<file path="config.mk">
export PLATFORM = sky130hd
export DESIGN_NAME = button_mem_writer_flat
export DESIGN_NICKNAME = d
export VERILOG_FILES = /design/src/rtl/button_mem_writer_pkg.sv /design/src/rtl/button_mem_writer_if.sv /design/src/rtl/button_mem_writer_debounce.sv /design/src/rtl/button_mem_writer.sv /design/src/flat_wrapper.sv
export SDC_FILE = /design/constraint.sdc
export NUM_CORES = 1
export LEC_CHECK = 0
export BUFFER_PORTS_ARGS = -buffer_cell sky130_fd_sc_hd__buf_4
export CORE_MARGIN = 1.5
export CORE_UTILIZATION = 40
export CTS_CLUSTER_SIZE = 30
export DETAILED_ROUTE_END_ITERATION = 8
export MAX_ROUTING_LAYER = met4
export PLACE_DENSITY = 0.67
export SYNTH_ARGS = -nofsm -noshare
export SYNTH_HDL_FRONTEND = slang
export SYNTH_HIERARCHICAL = 1
export SYNTH_SLANG_ARGS = --single-unit
</file>
<file path="constraint.sdc">
create_clock -name clk -period 3.33 [get_ports clk]
set_input_delay 0.4995 -clock clk [delete_from_list [all_inputs] [get_ports clk]]
set_output_delay 0.4995 -clock clk [all_outputs]
set_load 0.03 [all_outputs]
</file>
<file path="src/rtl/button_mem_writer_pkg.sv">
// Shared constants and FSM encoding for the operator-driven data-memory writer.
package button_mem_writer_pkg;

  localparam int unsigned MAX_NUM_ADDRESS = 0;
  localparam int unsigned MIN_NUM_ADDRESS = 1;

  localparam int N_BUTTONS = 2;
  localparam int BTN_UP    = 0;
  localparam int BTN_DOWN  = 1;

  typedef enum logic [1:0] {
    ST_IDLE  = 2'd0,
    ST_REQ   = 2'd1,
    ST_WRITE = 2'd2,
    ST_DONE  = 2'd3
  } wr_state_e;

endpackage

</file>
<file path="src/rtl/button_mem_writer_if.sv">
// Arbitrated write-port bundle between the button writer (master) and dmemory/arbiter (slave).
interface button_mem_writer_if #(
  parameter int WIDTH = 32
);
  logic             wr_req;
  logic             wr_gnt;
  logic             mem_write;
  logic [WIDTH-1:0] write_address;
  logic [WIDTH-1:0] write_data;

  modport master (
    output wr_req, mem_write, write_address, write_data,
    input  wr_gnt
  );

  modport slave (
    input  wr_req, mem_write, write_address, write_data,
    output wr_gnt
  );
endinterface

</file>
<file path="src/rtl/button_mem_writer_debounce.sv">
// Two-flop synchroniser plus stability counter; the output follows the synced level only after
// DEB_CYCLES consecutive samples that disagree with the current output.
module button_debounce
  import button_mem_writer_pkg::*;
#(
  parameter int DEB_CYCLES = 20
) (
  input  logic clk,
  input  logic reset,
  input  logic raw,
  output logic level
);
  localparam int CW = $clog2(DEB_CYCLES + 1);

  logic [1:0]    r_sync;
  logic [CW-1:0] r_cnt;
  logic          r_level;

  always_ff @(posedge clk or negedge reset) begin
    if (!reset) begin
      r_sync  <= 2'b00;
      r_cnt   <= '0;
      r_level <= 1'b0;
    end else begin
      r_sync <= {r_sync[0], raw};
      // Any sample that agrees with the current output restarts the stability window.
      if (r_sync[1] == r_level) begin
        r_cnt <= '0;
      end else if (r_cnt == CW'(DEB_CYCLES - 1)) begin
        r_cnt   <= '0;
        r_level <= r_sync[1];
      end else begin
        r_cnt <= r_cnt + 1'b1;
      end
    end
  end

  assign level = r_level;
endmodule

</file>
<file path="src/rtl/button_mem_writer.sv">
// Debounced up/down editor of a WIDTH-bit value; an up+down chord writes it once to the
// MAX or MIN display slot through a req/gnt-arbitrated memory write port.
module button_mem_writer
  import button_mem_writer_pkg::*;
#(
  parameter int          WIDTH      = 32,
  parameter int          DEB_CYCLES = 20,
  parameter int unsigned STEP       = 1,
  parameter int unsigned ADDR_MAX   = MAX_NUM_ADDRESS,
  parameter int unsigned ADDR_MIN   = MIN_NUM_ADDRESS
) (
  input  logic                clk,
  input  logic                reset,
  input  logic                button_up,
  input  logic                button_down,
  input  logic                sel,
  button_mem_writer_if.master bus,
  output logic [WIDTH-1:0]    edit_value,
  output logic                write_done
);
  logic [1:0]             r_rst_sync;
  logic                   w_rst_n;
  logic [N_BUTTONS-1:0]   w_raw;
  logic [N_BUTTONS-1:0]   w_level;
  logic [N_BUTTONS-1:0]   r_level_prev;
  logic [N_BUTTONS-1:0]   w_fall;
  logic                   r_chord;
  logic                   w_commit;
  logic                   w_inc;
  logic                   w_dec;
  logic [WIDTH-1:0]       r_edit_value;
  wr_state_e              r_state;
  logic                   r_wr_req;
  logic                   r_mem_write;
  logic                   r_write_done;
  logic [WIDTH-1:0]       r_write_address;
  logic [WIDTH-1:0]       r_write_data;

  // Reset asserts immediately but releases only on a clock edge.
  always_ff @(posedge clk or negedge reset) begin
    if (!reset) begin
      r_rst_sync <= 2'b00;
    end else begin
      r_rst_sync <= {r_rst_sync[0], 1'b1};
    end
  end
  assign w_rst_n = r_rst_sync[1];

  assign w_raw[BTN_UP]   = button_up;
  assign w_raw[BTN_DOWN] = button_down;

  genvar gi;
  generate
    for (gi = 0; gi < N_BUTTONS; gi++) begin : g_deb
      button_debounce #(.DEB_CYCLES(DEB_CYCLES)) u_deb (
        .clk   (clk),
        .reset (w_rst_n),
        .raw   (w_raw[gi]),
        .level (w_level[gi])
      );
    end
  endgenerate

  assign w_fall   = r_level_prev & ~w_level;
  assign w_commit = (&w_level) & ~r_chord;
  assign w_inc    = w_fall[BTN_UP] & ~w_fall[BTN_DOWN] & ~r_chord;
  assign w_dec    = w_fall[BTN_DOWN] & ~w_fall[BTN_UP] & ~r_chord;

  always_ff @(posedge clk or negedge w_rst_n) begin
    if (!w_rst_n) begin
      r_level_prev <= '0;
      r_chord      <= 1'b0;
      r_edit_value <= '0;
    end else begin
      r_level_prev <= w_level;
      if (&w_level) begin
        r_chord <= 1'b1;
      end else if (w_level == '0) begin
        r_chord <= 1'b0;
      end
      // Edits outside IDLE are dropped so the committed value cannot drift mid-write.
      if (r_state == ST_IDLE) begin
        if (w_inc) begin
          r_edit_value <= r_edit_value + WIDTH'(STEP);
        end else if (w_dec) begin
          r_edit_value <= r_edit_value - WIDTH'(STEP);
        end
      end
    end
  end

  always_ff @(posedge clk or negedge w_rst_n) begin
    if (!w_rst_n) begin
      r_state         <= ST_IDLE;
      r_wr_req        <= 1'b0;
      r_mem_write     <= 1'b0;
      r_write_done    <= 1'b0;
      r_write_address <= '0;
      r_write_data    <= '0;
    end else begin
      r_write_done <= 1'b0;
      case (r_state)
        ST_IDLE: begin
          if (w_commit) begin
            r_state         <= ST_REQ;
            r_wr_req        <= 1'b1;
            r_write_data    <= r_edit_value;
            r_write_address <= sel ? WIDTH'(ADDR_MIN) : WIDTH'(ADDR_MAX);
          end
        end
        ST_REQ: begin
          if (bus.wr_gnt) begin
            r_state     <= ST_WRITE;
            r_mem_write <= 1'b1;
          end
        end
        ST_WRITE: begin
          r_state      <= ST_DONE;
          r_mem_write  <= 1'b0;
          r_wr_req     <= 1'b0;
          r_write_done <= 1'b1;
        end
        ST_DONE: begin
          r_state <= ST_IDLE;
        end
        default: begin
          r_state <= ST_IDLE;
        end
      endcase
    end
  end

  assign bus.wr_req        = r_wr_req;
  assign bus.mem_write     = r_mem_write;
  assign bus.write_address = r_write_address;
  assign bus.write_data    = r_write_data;
  assign edit_value        = r_edit_value;
  assign write_done        = r_write_done;
endmodule

</file>
<file path="src/flat_wrapper.sv">
// flat-port wrapper written by rule: the top's interface ports become plain ports
module button_mem_writer_flat import button_mem_writer_pkg::*;
#(
  parameter int          WIDTH      = 32,
  parameter int          DEB_CYCLES = 20,
  parameter int unsigned STEP       = 1,
  parameter int unsigned ADDR_MAX   = MAX_NUM_ADDRESS,
  parameter int unsigned ADDR_MIN   = MIN_NUM_ADDRESS
)
  (clk, reset, button_up, button_down, sel, edit_value, write_done, bus_wr_req, bus_mem_write, bus_write_address, bus_write_data, bus_wr_gnt);
  button_mem_writer_if #(.WIDTH(WIDTH)) bus_i ();
  input  logic clk;
  input  logic reset;
  input  logic button_up;
  input  logic button_down;
  input  logic sel;
  output logic [WIDTH-1:0] edit_value;
  output logic write_done;
  output wire logic [$bits(bus_i.wr_req)-1:0] bus_wr_req;
  output wire logic [$bits(bus_i.mem_write)-1:0] bus_mem_write;
  output wire logic [$bits(bus_i.write_address)-1:0] bus_write_address;
  output wire logic [$bits(bus_i.write_data)-1:0] bus_write_data;
  input wire logic [$bits(bus_i.wr_gnt)-1:0] bus_wr_gnt;
  assign bus_wr_req = bus_i.wr_req;
  assign bus_mem_write = bus_i.mem_write;
  assign bus_write_address = bus_i.write_address;
  assign bus_write_data = bus_i.write_data;
  assign bus_i.wr_gnt = bus_wr_gnt;
  button_mem_writer #(.WIDTH(WIDTH), .DEB_CYCLES(DEB_CYCLES), .STEP(STEP), .ADDR_MAX(ADDR_MAX), .ADDR_MIN(ADDR_MIN)) u_core (.clk(clk), .reset(reset), .button_up(button_up), .button_down(button_down), .sel(sel), .bus(bus_i), .edit_value(edit_value), .write_done(write_done));
endmodule
</file>
### After elaboration in Yosys (flattened, before gate mapping)

Index checks and enable logic that the tools add are counted.

| word-level totals | value |
|---|---|
| flip-flop bits (word level) | 122 |
| word-level logic and storage cells | 72 |
| output and inout port bits | 99 |
| input port bits | 6 |

| cells by class | value |
|---|---|
| mux-type cells | 17 |
| reduce and logical (&&, ||, !) cells | 14 |
| add/subtract/negate cells | 4 |
| eq/ne operators | 9 |
| bitwise gates (word level) | 12 |

Operator list:

| cell | count |
|---|---|
| 32-bit 2-to-1 mux | 2 |
| 32-bit by 1-bit adder with 32-bit output, second input constant | 1 |
| 32-bit by 1-bit subtractor with 32-bit output, second input constant | 1 |
| 5-bit 2-to-1 mux | 4 |
| 2-bit AND reduction | 8 |
| 5-bit by 1-bit adder with 5-bit output, second input constant | 2 |
| 5-bit equality test, second input constant | 2 |
| 2-bit one-hot mux with 4 select lines | 1 |
| 2-bit nonzero test | 4 |
| 1-bit 2-to-1 mux | 6 |
| 1-bit bitwise AND | 5 |
| 1-bit NOT | 5 |
| 2-bit equality test, second input constant | 2 |
| 2-bit logical NOT | 2 |
| 2-bit 2-to-1 mux | 2 |
| 1-bit one-hot mux with 2 select lines | 2 |
| 2-bit bitwise AND | 1 |
| 1-bit equality test | 2 |
| 2-bit by 1-bit equality test with 1-bit output, second input constant | 1 |
| 2-bit by 1-bit inequality test with 1-bit output, second input constant | 1 |
| 2-bit inequality test, second input constant | 1 |
| 2-bit NOT | 1 |

### Depth between registers and ports, before layout

Gate-level depths: netlist of the first run.

| logic depth | value |
|---|---|
| depth after elaboration | 7 |
| gate-level depth with buffers | 14 |
| mapped depth without buffers | 13 |

### Hierarchy

The synthesis of the first run kept the hierarchy.

By module, submodules not included:

| module | cells an instance | times used | area each (sq um) | sequential area each (sq um) |
|---|---|---|---|---|
| button_mem_writer | 493 | 1 | 4,854.7 | 1,876.8 |
| button_debounce | 24 | 2 | 322.8 | 200.2 |

### Worst setup path before layout of the first run

OpenSTA, ideal clock, no wires.

| timing path | value |
|---|---|
| path type | flip-flop to flip-flop |
| from | register u_core.g_deb[0].u_deb.r_level |
| to | register u_core.r_edit_value[25], in the netlist u_core/edit_value[25] |
| setup slack | -0.046 ns |
| library setup time | 0.104 ns |
| path buffers | 0 |
| cell stages (with the launch flop) | 14 |
| period minus slack after synthesis | 3.376 ns |
| arrival | 3.272 ns |
| required time | 3.226 ns |
| path through | dfrtp_1 > nor2b_1 > nand2_1 > nor2_1 > inv_1 > ha_1 > nand2_1 > o21ai_1 > a31oi_1 > o311ai_4 > o21ai_1 > nor2_1 > or4_1 > o311ai_1 |

| on the way | value |
|---|---|
| longest elaborated chain between the ends | 7 |
| elaborated cells between the ends (all ways) | 10 |
| classes of those cells | mux (1); bitwise (7); reduce/logical (2) |

Ends and longest elaborated chain:

| element | RTL line | source |
|---|---|---|
| start: declaration | button_mem_writer_debounce.sv:17 | `logic r_level;` |
| start signal: assignment | button_mem_writer_debounce.sv:31 | `r_level <= r_sync[1];` |
| 2-bit NOT (*) | button_mem_writer.sv:64 | `assign w_fall = r_level_prev & ~w_level;` |
| 2-bit bitwise AND (*) | button_mem_writer.sv:64 |  |
| 1-bit NOT | button_mem_writer.sv:67 | `assign w_dec = w_fall[BTN_DOWN] & ~w_fall[BTN_UP] & ~r_chord;` |
| 1-bit bitwise AND (2 in a row) | button_mem_writer.sv:67 |  |
| 2-bit nonzero test (no line) | -- |  |
| 2-bit AND reduction (no line) | -- |  |
| end signal: assignment | button_mem_writer.sv:84 | `r_edit_value <= r_edit_value + WIDTH'(STEP);` |
| end signal: assignment | button_mem_writer.sv:86 | `r_edit_value <= r_edit_value - WIDTH'(STEP);` |
| end: declaration | button_mem_writer.sv:31 | `logic [WIDTH-1:0] r_edit_value;` |

Every way passes the cells marked *; elsewhere a longest branch is shown, timed or not.
A chain may end at the register's enable or synchronous reset.

### Worst setup path in the final report of the first run

Same ends and word-level chain as after synthesis.

==> run metrics, run 1 <==
share of cells above drive strength 1=27.26%; Iteration-0 DRC Markers=197; Total GRT Usage=17.33%; cell with the most instances after synthesis=dfrtp_1; Die Span X=120.3 µm; Root Buffer=clkbuf_16; CTS Buf Count=9; required time of the critical path=3.57 ns; first-pass detailed-route iteration total=4; Crit Path Class=reg -> reg; PwrDens=356.1 nW/µm²; Cells after Synth=541; LEAKAGE=3.393 nW; dpl hpwl=8.660 mm; Yosys top cell area share=41.40%; routing usage on met1=22.69%; clock buffer depth=2; Hold Vio Cnt, Final=0; # diodes=0; R2R setup slack=0.23 ns; htree depth=3; IO Port Bufs=73; FP Rows=42; Crit. End Element=flip-flop; vias in the first global route=3981; #FFs+latches synth=91; clock slew at reported path FFs=0.06 ns; met3 GRT Util=3.868%; ys flop type=dfrtp_1; Slew Limit Headroom=58.99%; fin crit share=93.12%; Yosys top cell by area=dfrtp_1; clock skew=0.007352 ns; Vias/cell=5.178; layer carrying the most global-route usage=met2; min Tclk post-route=3.101 ns; most instantiated cells after synthesis=dfrtp_1 (91), nand2_1 (59), ha_1 (39); Peak Freq=322.5 MHz; synth unique cells=64; final layout net count=672; Die Area=14460 µm²; pin count of the biggest net entering global routing=49; Area growth syn-to-layout=19.24%; DRT Wirelength=11.55 mm; share of flip-flops with an asynchronous set or reset=100.0%; nature of the critical path startpoint=flip-flop; Setup-failing EPs final=0; area of the core=13350 µm²; Critical Path AT=3.34 ns; GPL Wtd Cong=0.8348; Slew @ Worst Pin=0.6152 ns; total power of the final layout=2.336 mW; Ys Warns=6; met2 GRT Util=26.50%; worst vdd ir=188.3 µV; drt drc=0; TritonCTS clock tree=yes; number of synthesized flops with an enable pin=0; Final Max Tran Viols=0; status=completed; total grt overflow=0; wire per inst=14.31 µm; IO Pins=105; Worst-Skew Late Latency=0.35 ns; synth top area cells=dfrtp_1 (41%), ha_1 (8.9%), mux2_2 (6.6%); via count=4179; HP Class=in -> reg; initial antenna violation count=0; first-pass GRT wire length=19.54 mm; worst-path maximum fanout=15; Seq/Total Area, Yosys=41.40%; antenna-violating nets left=0; Initial Util=41.21%; setup TNS=0 ns; synthesized area per cell=10.17 µm²; max-cap check violation count=0; die height=120.3 µm; mapped cell area=5500 µm²; unrepaired setup endpoints after global routing=yes; clk sinks=91
## sequential cells by signal, summed over array words and instances (netlist names)
signal                     count
u_core/r_state                 2
u_core/r_chord                 1
u_core/bus.write_data         32
u_core/r_rst_sync              2
u_core/g_deb.u_deb/level       2
u_core/g_deb.u_deb/r_cnt      10
u_core/r_level_prev            2
u_core/g_deb.u_deb/r_sync      4
u_core/bus.mem_write           1
u_core/bus.wr_req              1
u_core/write_done              1
u_core/edit_value             32
u_core/bus.write_address       1
## per-stage QoR
stage	util, %	instances	hold WS [ns]	setup slack, ns	area, µm²
floorplan	-	571	0.2039	-0.02178	5637
global placement	46.48	786	0.2836	0.08333	6203
detailed placement	46.48	786	0.2859	0.01218	6203
CTS	48.68	803	0.2379	0.04253	6497
global route	49.14	807	0.2351	-0.02186	6559
finish	49.14	807	0.2557	0.2291	6559
## power breakdown
part           leakage, nW  internal [mW]  switching, mW
clock network        0.142          0.525          0.420
registers             1.23           1.14         0.0326
logic                 2.02         0.0694          0.147
## worst paths after layout
kind,start,endpoint,cells past startpoint
max in group asynchronous,u_core/r_rst_sync[1],u_core/edit_value[21],1
worst max-delay path,u_core/g_deb[0].u_deb/level,u_core/edit_value[25],14
worst min register to register,u_core/g_deb[0].u_deb/r_sync[0],u_core/g_deb[0].u_deb/r_sync[1],0
worst max register to register,u_core/g_deb[0].u_deb/level,u_core/edit_value[25],14
worst min-delay path,button_up,u_core/g_deb[0].u_deb/r_sync[0],1
min in group asynchronous,u_core/r_rst_sync[1],u_core/bus.write_data[7],0
## logic make-up after synthesis
kind of cell | share of synthesized area [%]
mux | 7.825
compound gates | 17.61
buf+inv | 6.870
flops | 41.40
fa+ha+maj | 9.236
xor+xnor | 5.733
other cells | 0.1365
simple gates | 11.19
## cell type report
class / count / area [µm²]
clock inverters: 6 / 41.29
well taps: 176 / 220.2
clock buffers: 10 / 239.0
repair buffers: 95 / 715.7
flip-flops and latches: 91 / 2281
inverters: 12 / 48.80
fillers: 1267 / 6789
multi-input cells: 417 / 3013
## repair_timing
item | CTS | global route
setup endpoints to repair | 1 | 11
pin swaps | 0 | 3
hold endpoints to repair | 2 | 0
setup buffers | 0 | 4
resized for setup | 1 | 9
hold buffers | 1 | 0
## routing by layer
layer  wire, µm  share of wire [%]  vias to the layer above
met2       5388                 47                      102
li1           -                  -                     2042
met1       5487                 48                     2019
met5          0                  0                        -
met3        487                4.2                       16
met4        185                1.6                        0
## cells in the final DEF, fill, tap and decap left out, types with 3 or more instances in the layout
cell type | Yosys | routed
nand3_1 | 10 | 10
or4_1 | 3 | 3
o211ai_1 | 3 | 3
buf_4 | 36 | 94
and2_1 | 6 | 6
o211ai_2 | 3 | 3
a211oi_1 | 4 | 3
a31oi_1 | 8 | 7
a21oi_2 | 1 | 3
nor2_1 | 21 | 19
mux2i_1 | 4 | 4
inv_1 | 12 | 11
conb_1 | 2 | 32
o21ai_0 | 33 | 33
nand2b_1 | 4 | 4
nand4_1 | 8 | 8
nor3_1 | 4 | 4
o21a_1 | 3 | 3
xnor2_1 | 21 | 21
clkinv_2 | 0 | 3
clkinv_4 | 0 | 3
o21ai_1 | 14 | 13
ha_2 | 0 | 3
nand2_1 | 59 | 59
o21bai_1 | 4 | 4
ha_1 | 39 | 35
a21o_1 | 16 | 16
dfrtp_1 | 91 | 90
mux2_2 | 32 | 32
clkbuf_16 | 0 | 9
xor2_1 | 15 | 15
a21oi_1 | 28 | 26
## worst max-delay path, cell delays in order, from the launching register on
cell and delay [ns]:
dfrtp_1 0.39, nor2b_2 0.15, nand2_1 0.10, nor2_4 0.12
clkinvlp_4 0.14, buf_4 0.22, ha_1 0.35, a21oi_1 0.21
o21ai_1 0.11, a31oi_2 0.23, o311ai_4 0.14, o21ai_2 0.18
nor2_1 0.07, or4_1 0.47, o311ai_1 0.11
No activity file was read; power rests on OpenSTA's default activity.
==> inputs of run 2 (changes only) <==
--- a/config.mk
+++ b/config.mk
@@ -5,6 +5,7 @@
 export SDC_FILE = /design/constraint.sdc
 export NUM_CORES = 1
 export LEC_CHECK = 0
+export ABC_CLOCK_PERIOD_IN_PS = 3330
 export BUFFER_PORTS_ARGS = -buffer_cell sky130_fd_sc_hd__buf_4
 export CORE_MARGIN = 1.5
 export CORE_UTILIZATION = 40
@@ -14,5 +15,4 @@
 export PLACE_DENSITY = 0.67
 export SYNTH_ARGS = -nofsm -noshare
 export SYNTH_HDL_FRONTEND = slang
-export SYNTH_HIERARCHICAL = 1
 export SYNTH_SLANG_ARGS = --single-unit
==> run metrics, run 2 <==
number of synthesized flops with an enable pin=0 (unchanged); Ys Warns=0 (was 6); FF-to-FF End=u_core.edit_value[31] (was u_core/edit_value[25]); critical path's slowest cell=o41a_4 (was or4_1); clock buffer depth=2 (unchanged); ys flop type=dfrtp_1 (unchanged); max-cap check violation count=0 (unchanged); #FFs+latches synth=91 (unchanged); Initial Util=41.01% (was 41.21%); fin crit share=98.77% (was 93.12%); R2R setup slack=0.04 ns (was 0.23 ns); clk sinks=91 (unchanged); total grt overflow=0 (unchanged); drt drc=0 (unchanged); Peak Freq=304.0 MHz (was 322.5 MHz); via count=3814 (was 4179); Seq/Total Area, Yosys=44.00% (was 41.40%); required time of the critical path=3.57 ns (about the same); nature of the critical path startpoint=flip-flop (unchanged); worst-path maximum fanout=8 (was 15); status=completed (unchanged); dpl hpwl=7.841 mm (was 8.660 mm); vias in the first global route=3486 (was 3981); crit-path cells=nor2b_2, nand2_2, or2_4, buf_6, ha_2, a21o_1, a21o_1, a21o_1, a22o_1, o41a_4, o2111ai_4, a21oi_1, or3_1, xnor2_1 (was nor2b_2, nand2_1, nor2_4, clkinvlp_4, buf_4, ha_1, a21oi_1, o21ai_1, a31oi_2, o311ai_4, o21ai_2, nor2_1, or4_1, o311ai_1); first-pass detailed-route iteration total=4 (unchanged); HP Class=in -> reg (unchanged); IO Port Bufs=73 (unchanged); cell with the most instances after synthesis=dfrtp_1 (unchanged); total power of the final layout=2.466 mW (was 2.336 mW); pin count of the biggest net entering global routing=89 (was 49); area of the core=12620 µm² (was 13350 µm²); first-pass GRT wire length=16.88 mm (was 19.54 mm); most instantiated cells after synthesis=dfrtp_1 (91), nand2_1 (56), o21ai_0 (46) (was dfrtp_1 (91), nand2_1 (59), ha_1 (39)); min Tclk post-route=3.289 ns (was 3.101 ns); synth top area cells=dfrtp_1 (44%), ha_1 (8.7%), mux2_2 (8.3%) (was dfrtp_1 (41%), ha_1 (8.9%), mux2_2 (6.6%)); FP Rows=41 (was 42); mapped cell area=5175 µm² (was 5500 µm²); clock slew at reported path FFs=0.06 ns (about the same); clock skew=0.008035 ns (was 0.007352 ns); unrepaired setup endpoints after global routing=yes (unchanged); Final Max Tran Viols=0 (unchanged); hold_sp=button_up (unchanged); die height=116.7 µm (was 120.3 µm); Hold Vio Cnt, Final=0 (unchanged); Crit Path Class=reg -> reg (unchanged); most common cell after layout, fill and taps aside=buf_4 (unchanged); worst r2r path cells=14 (unchanged); Worst-Skew Late Latency=0.35 ns (about the same); Min-Delay Endpoint=u_core.g_deb[0].u_deb.r_sync[0] (was u_core/g_deb[0].u_deb/r_sync[0]); IO Pins=105 (unchanged); htree depth=3 (unchanged); LEAKAGE=3.228 nW (was 3.393 nW); Slew @ Worst Pin=1.139 ns (was 0.6152 ns); TritonCTS clock tree=yes (unchanged); synth unique cells=57 (was 64); DRT Wirelength=10.74 mm (was 11.55 mm); hold path depth=1 (unchanged); Critical Path AT=3.53 ns (was 3.34 ns); Slew Limit Headroom=24.06% (was 58.99%); Final Core Density=50.25% (was 49.14%); Area growth syn-to-layout=22.53% (was 19.24%); Total GRT Usage=16.47% (was 17.33%); Cells after Synth=494 (was 541); Setup-failing EPs final=0 (unchanged); CTS Buf Count=9 (unchanged); Yosys top cell area share=44.00% (was 41.40%); final layout net count=632 (was 672); share of flip-flops with an asynchronous set or reset=100.0% (unchanged); antenna-violating nets left=0 (unchanged); CP dominant cell by count=a21o_1; Die Span X=116.7 µm (was 120.3 µm); commonest cells after routing, fill and taps aside=buf_4 (91), dfrtp_1 (90), nand2_1 (55) (was buf_4 (94), dfrtp_1 (90), nand2_1 (59)); Yosys top cell by area=dfrtp_1 (unchanged); share of cells above drive strength 1=30.30% (was 27.26%); initial antenna violation count=0 (unchanged); Crit. End Element=flip-flop (unchanged); Vias/cell=4.979 (was 5.178); PwrDens=389.0 nW/µm² (was 356.1 nW/µm²); GPL Wtd Cong=0.9273 (was 0.8348); synthesized area per cell=10.48 µm² (was 10.17 µm²); Root Buffer=clkbuf_16 (unchanged); # diodes=0 (unchanged); Iteration-0 DRC Markers=161 (was 197); Die Area=13630 µm² (was 14460 µm²); wire per inst=14.02 µm (was 14.31 µm); crit-path max cell delay=0.40 ns (was 0.47 ns); worst vdd ir=231.0 µV (was 188.3 µV); reg2reg start=u_core.g_deb[0].u_deb.level (was u_core/g_deb[0].u_deb/level)
-- run 2: layout make-up --
type	instances	area (µm²)
inverter	10	37.54
multi-input combinational	383	2788
clock buffer	10	229.0
fill	1175	6279
clock inverter	6	66.31
tap	172	215.2
sequential	91	2281
timing repair buffer	94	724.4
-- run 2: worst max path at each step --
stage | startpoint | endpoint | slack, ns | cells past startpoint
final | u_core.g_deb[0].u_deb.level | u_core.edit_value[31] | 0.04 | 14
after detailed placement | u_core.g_deb[0].u_deb.level | u_core.edit_value[31] | -0.005 | 14
after floorplan | u_core.g_deb[0].u_deb.level | u_core.edit_value[31] | 0.07 | 13
after global placement | u_core.g_deb[0].u_deb.level | u_core.edit_value[26] | 0.03 | 14
after CTS | u_core.g_deb[0].u_deb.level | u_core.edit_value[31] | 0.005 | 13
after global routing | u_core.g_deb[0].u_deb.level | u_core.edit_value[31] | -0.08 | 13
-- run 2: worst max-delay path, delay by kind of cell (launching register included) --
family          cells  cell delay (ns)
compound gates      7             1.38
simple gates        4             0.93
buf+inv             1             0.16
flops               1             0.38
fa+ha+maj           1             0.20
xor+xnor            1             0.13
-- run 2: where the power goes --
| part | internal (mW) | switching, mW | leakage [nW] |
|---|---|---|---|
| Clock | 0.581 | 0.423 | 0.135 |
| Sequential | 1.15 | 0.0476 | 1.24 |
| Combinational | 0.0962 | 0.170 | 1.85 |
-- run 2: layer usage --
layer | GRT usage (%) | up-vias | share of wire (%)
li1 | - | 1885 | -
met1 | 21.27 | 1833 | 48
met2 | 24.99 | 82 | 47
met3 | 3.217 | 14 | 3.4
met4 | 7.711 | 0 | 2.0
met5 | - | - | 0
-- run 2: stage by stage --
stage | setup WS, ns | TNS [ns] | instances | hold slack, ns | area (µm²)
2_1_floorplan | 0.06647 | 0 | 524 | 0.2039 | 5290
3_3_place_gp | 0.02788 | 0 | 748 | 0.2817 | 5948
3_5_place_dp | -0.004652 | -0.004652 | 748 | 0.2830 | 5948
4_1_cts | 0.005094 | 0 | 765 | 0.2475 | 6256
5_1_grt | -0.08313 | -0.1680 | 766 | 0.2473 | 6341
6_report | 0.04105 | 0 | 766 | 0.2575 | 6341
-- run 2: cells by family (layout without fill, tap and decap cells) --
| family | after synthesis | after routing | synth area share (%) |
|---|---|---|---|
| AND/OR/NAND/NOR | 113 | 114 | 10.83 |
| XOR/XNOR | 30 | 30 | 5.077 |
| flip-flops | 91 | 91 | 44.00 |
| other | 2 | 32 | 0.1451 |
| adder cells (fa/ha/maj) | 37 | 37 | 9.091 |
| AO/OA/AOI/OAI | 132 | 132 | 16.61 |
| buffers and inverters | 51 | 120 | 5.972 |
| multiplexers | 38 | 38 | 8.269 |
-- run 2: what timing repair did --
item,CTS,global route
cloned,0,1
hold buffers,1,0
pin swaps,0,3
gates resized for setup,1,25
endpoints found under the hold margin,2,0
endpoints found under the setup margin,1,8
buffers inserted,0,0
==> inputs of run 3 (changes only) <==
--- a/config.mk
+++ b/config.mk
@@ -13,6 +13,8 @@
 export DETAILED_ROUTE_END_ITERATION = 8
 export MAX_ROUTING_LAYER = met4
 export PLACE_DENSITY = 0.67
+export REMOVE_ABC_BUFFERS = 1
+export SLEW_MARGIN = 10
 export SYNTH_ARGS = -nofsm -noshare
 export SYNTH_HDL_FRONTEND = slang
 export SYNTH_SLANG_ARGS = --single-unit
==> run metrics, run 3 (same netlist as run 2, synthesis figures left out) <==
initial antenna violation count=0 (unchanged); Setup-failing EPs final=0 (unchanged); P_sw=0.6316 mW (was 0.6407 mW); LEAKAGE=3.387 nW (was 3.228 nW); Hold Slack=0.2558 ns (was 0.2575 ns); clock share of power=40.9% (was 40.7%); Peak Freq=304.8 MHz (was 304.0 MHz); worst vdd ir=190.3 µV (was 231.0 µV); Hold Vio Cnt, Final=0 (unchanged); via count=3924 (was 3814); first-pass detailed-route iteration total=4 (unchanged); clock skew=0.007335 ns (was 0.008035 ns); vias in the first global route=3787 (was 3486); Die Area=13630 µm² (unchanged); clock slew at reported path FFs=0.06 ns (about the same); Crit. End Element=flip-flop (unchanged); drt drc=0 (unchanged); IO Port Bufs=73 (unchanged); clk sinks=91 (unchanged); final layout net count=662 (was 632); DRT Wirelength=11.00 mm (was 10.74 mm); dpl hpwl=8.036 mm (was 7.841 mm); Crit Path Class=reg -> reg (unchanged); CTS Buf Count=9 (unchanged); worst-path maximum fanout=8 (unchanged); die height=116.7 µm (unchanged); clock buffer depth=2 (unchanged); total power of the final layout=2.481 mW (was 2.466 mW); total grt overflow=0 (unchanged); IO Pins=105 (unchanged); required time of the critical path=3.56 ns (was 3.57 ns); TritonCTS clock tree=yes (unchanged); HP Class=reg -> async (was in -> reg); first-pass GRT wire length=18.15 mm (was 16.88 mm); Total GRT Usage=17.55% (was 16.47%); Comb pwr share=11.5% (was 10.8%); Area growth syn-to-layout=27.76% (was 22.53%); Cell Int Power=1.849 mW (was 1.826 mW); Iteration-0 DRC Markers=142 (was 161); Final Core Density=52.39% (was 50.25%); Critical Path AT=3.51 ns (was 3.53 ns); max-cap check violation count=0 (unchanged); # diodes=0 (unchanged); share of cells above drive strength 1=32.85% (was 30.30%); htree depth=3 (unchanged); commonest cells after routing, fill and taps aside=buf_4 (122), dfrtp_1 (90), nand2_1 (56) (was buf_4 (91), dfrtp_1 (90), nand2_1 (55)); Vias/cell=4.930 (was 4.979); Root Buffer=clkbuf_16 (unchanged); fin crit share=98.51% (was 98.77%); antenna-violating nets left=0 (unchanged); most common cell after layout, fill and taps aside=buf_4 (unchanged); nature of the critical path startpoint=flip-flop (unchanged); unrepaired setup endpoints after global routing=yes (unchanged); Worst-Skew Late Latency=0.35 ns (about the same); Final Max Tran Viols=0 (unchanged); PwrDens=375.2 nW/µm² (was 389.0 nW/µm²); area of the core=12620 µm² (unchanged); wire per inst=13.82 µm (was 14.02 µm); Die Span X=116.7 µm (unchanged); worst r2r path cells=14 (unchanged); sequential power share=47.6% (was 48.5%); min Tclk post-route=3.281 ns (was 3.289 ns); GPL Wtd Cong=0.8926 (was 0.9273); Switching Fraction=25.46% (was 25.98%); FILL cells=1147 (was 1175); pin count of the biggest net entering global routing=40 (was 89); status=completed (unchanged); FP Rows=41 (unchanged); Initial Util=41.01% (unchanged)
run 3: cell types whose count changed in the layout (fill, tap and decap cells not counted), sizes merged:
| cell | before | now |
|---|---|---|
| buf | 93 | 124 |
| clkbuf | 10 | 12 |
| clkinvlp | 3 | 1 |
| or2 | 3 | 2 |
run 3: layout make-up:
type                            instances  area, µm²  area share (%)
Multi-Input combinational cell        382       2819           42.64
Sequential cell                        91       2281           34.50
Timing Repair Buffer                  125      960.9           14.53
Clock buffer                           12      246.5           3.728
Tap cell                              172      215.2           3.255
Clock inverter                          4      51.30          0.7759
Inverter                               10      37.54          0.5678
run 3: critical path, cell delays in order (launching register included):
cell	delay, ns
dfrtp_1	0.39
nor2b_2	0.13
nand2_1	0.06
or2_4	0.27
buf_8	0.16
ha_4	0.21
a21o_1	0.15
a21o_1	0.17
a21o_1	0.17
a22o_1	0.23
o41a_4	0.47
o2111ai_2	0.22
a21oi_1	0.08
or3_1	0.32
xnor2_1	0.14
run 3: final timing paths:
path                                             start                              end  slack, ns
min in group clk                           button_down  u_core.g_deb[1].u_deb.r_sync[0]       0.26
min reg2reg                       u_core.r_rst_sync[1]        u_core.bus.write_data[14]       0.26
min                               u_core.r_rst_sync[1]        u_core.bus.write_data[14]       0.26
max in group asynchronous         u_core.r_rst_sync[1]            u_core.edit_value[30]       2.30
max reg2reg                u_core.g_deb[0].u_deb.level            u_core.edit_value[31]       0.05
max                        u_core.g_deb[0].u_deb.level            u_core.edit_value[31]       0.05
run 3: power by group through the flow:
stage          Sequential [mW]  Combinational (mW)  Clock (mW)
2_1_floorplan             1.24               0.163           0
3_3_place_gp              1.20               0.273           0
3_5_place_dp              1.20               0.283           0
4_1_cts                   1.18               0.285        1.05
5_1_grt                   1.19               0.321        1.08
6_report                  1.18               0.284        1.01
run 3: routing by layer:
layer	GRT usage [%]	share of wire (%)	vias up
met5	-	0	-
met4	6.506	2.1	0
met3	4.203	3.5	21
met2	28.38	49	80
met1	21.37	45	1867
li1	-	-	1956
run 3: what timing repair did:
item                                    CTS  global route
cloned                                    0             0
setup buffers                             5             2
hold buffers                              1             0
endpoints found under the setup margin   11            11
pin swaps                                 1            16
resized for setup                         8            16
endpoints found under the hold margin     2             0
run 3: metrics by stage:
step	cells	instance area, µm²	setup WS (ns)	setup TNS (ns)
final	796	6611	0.04947	0
after global routing	796	6611	-0.07048	-0.2064
after CTS	794	6484	-0.01984	-0.01984
after detailed placement	772	6113	-0.2222	-1.092
after global placement	772	6113	-0.1249	-0.6132
after floorplan	483	5016	-0.1072	-0.3210
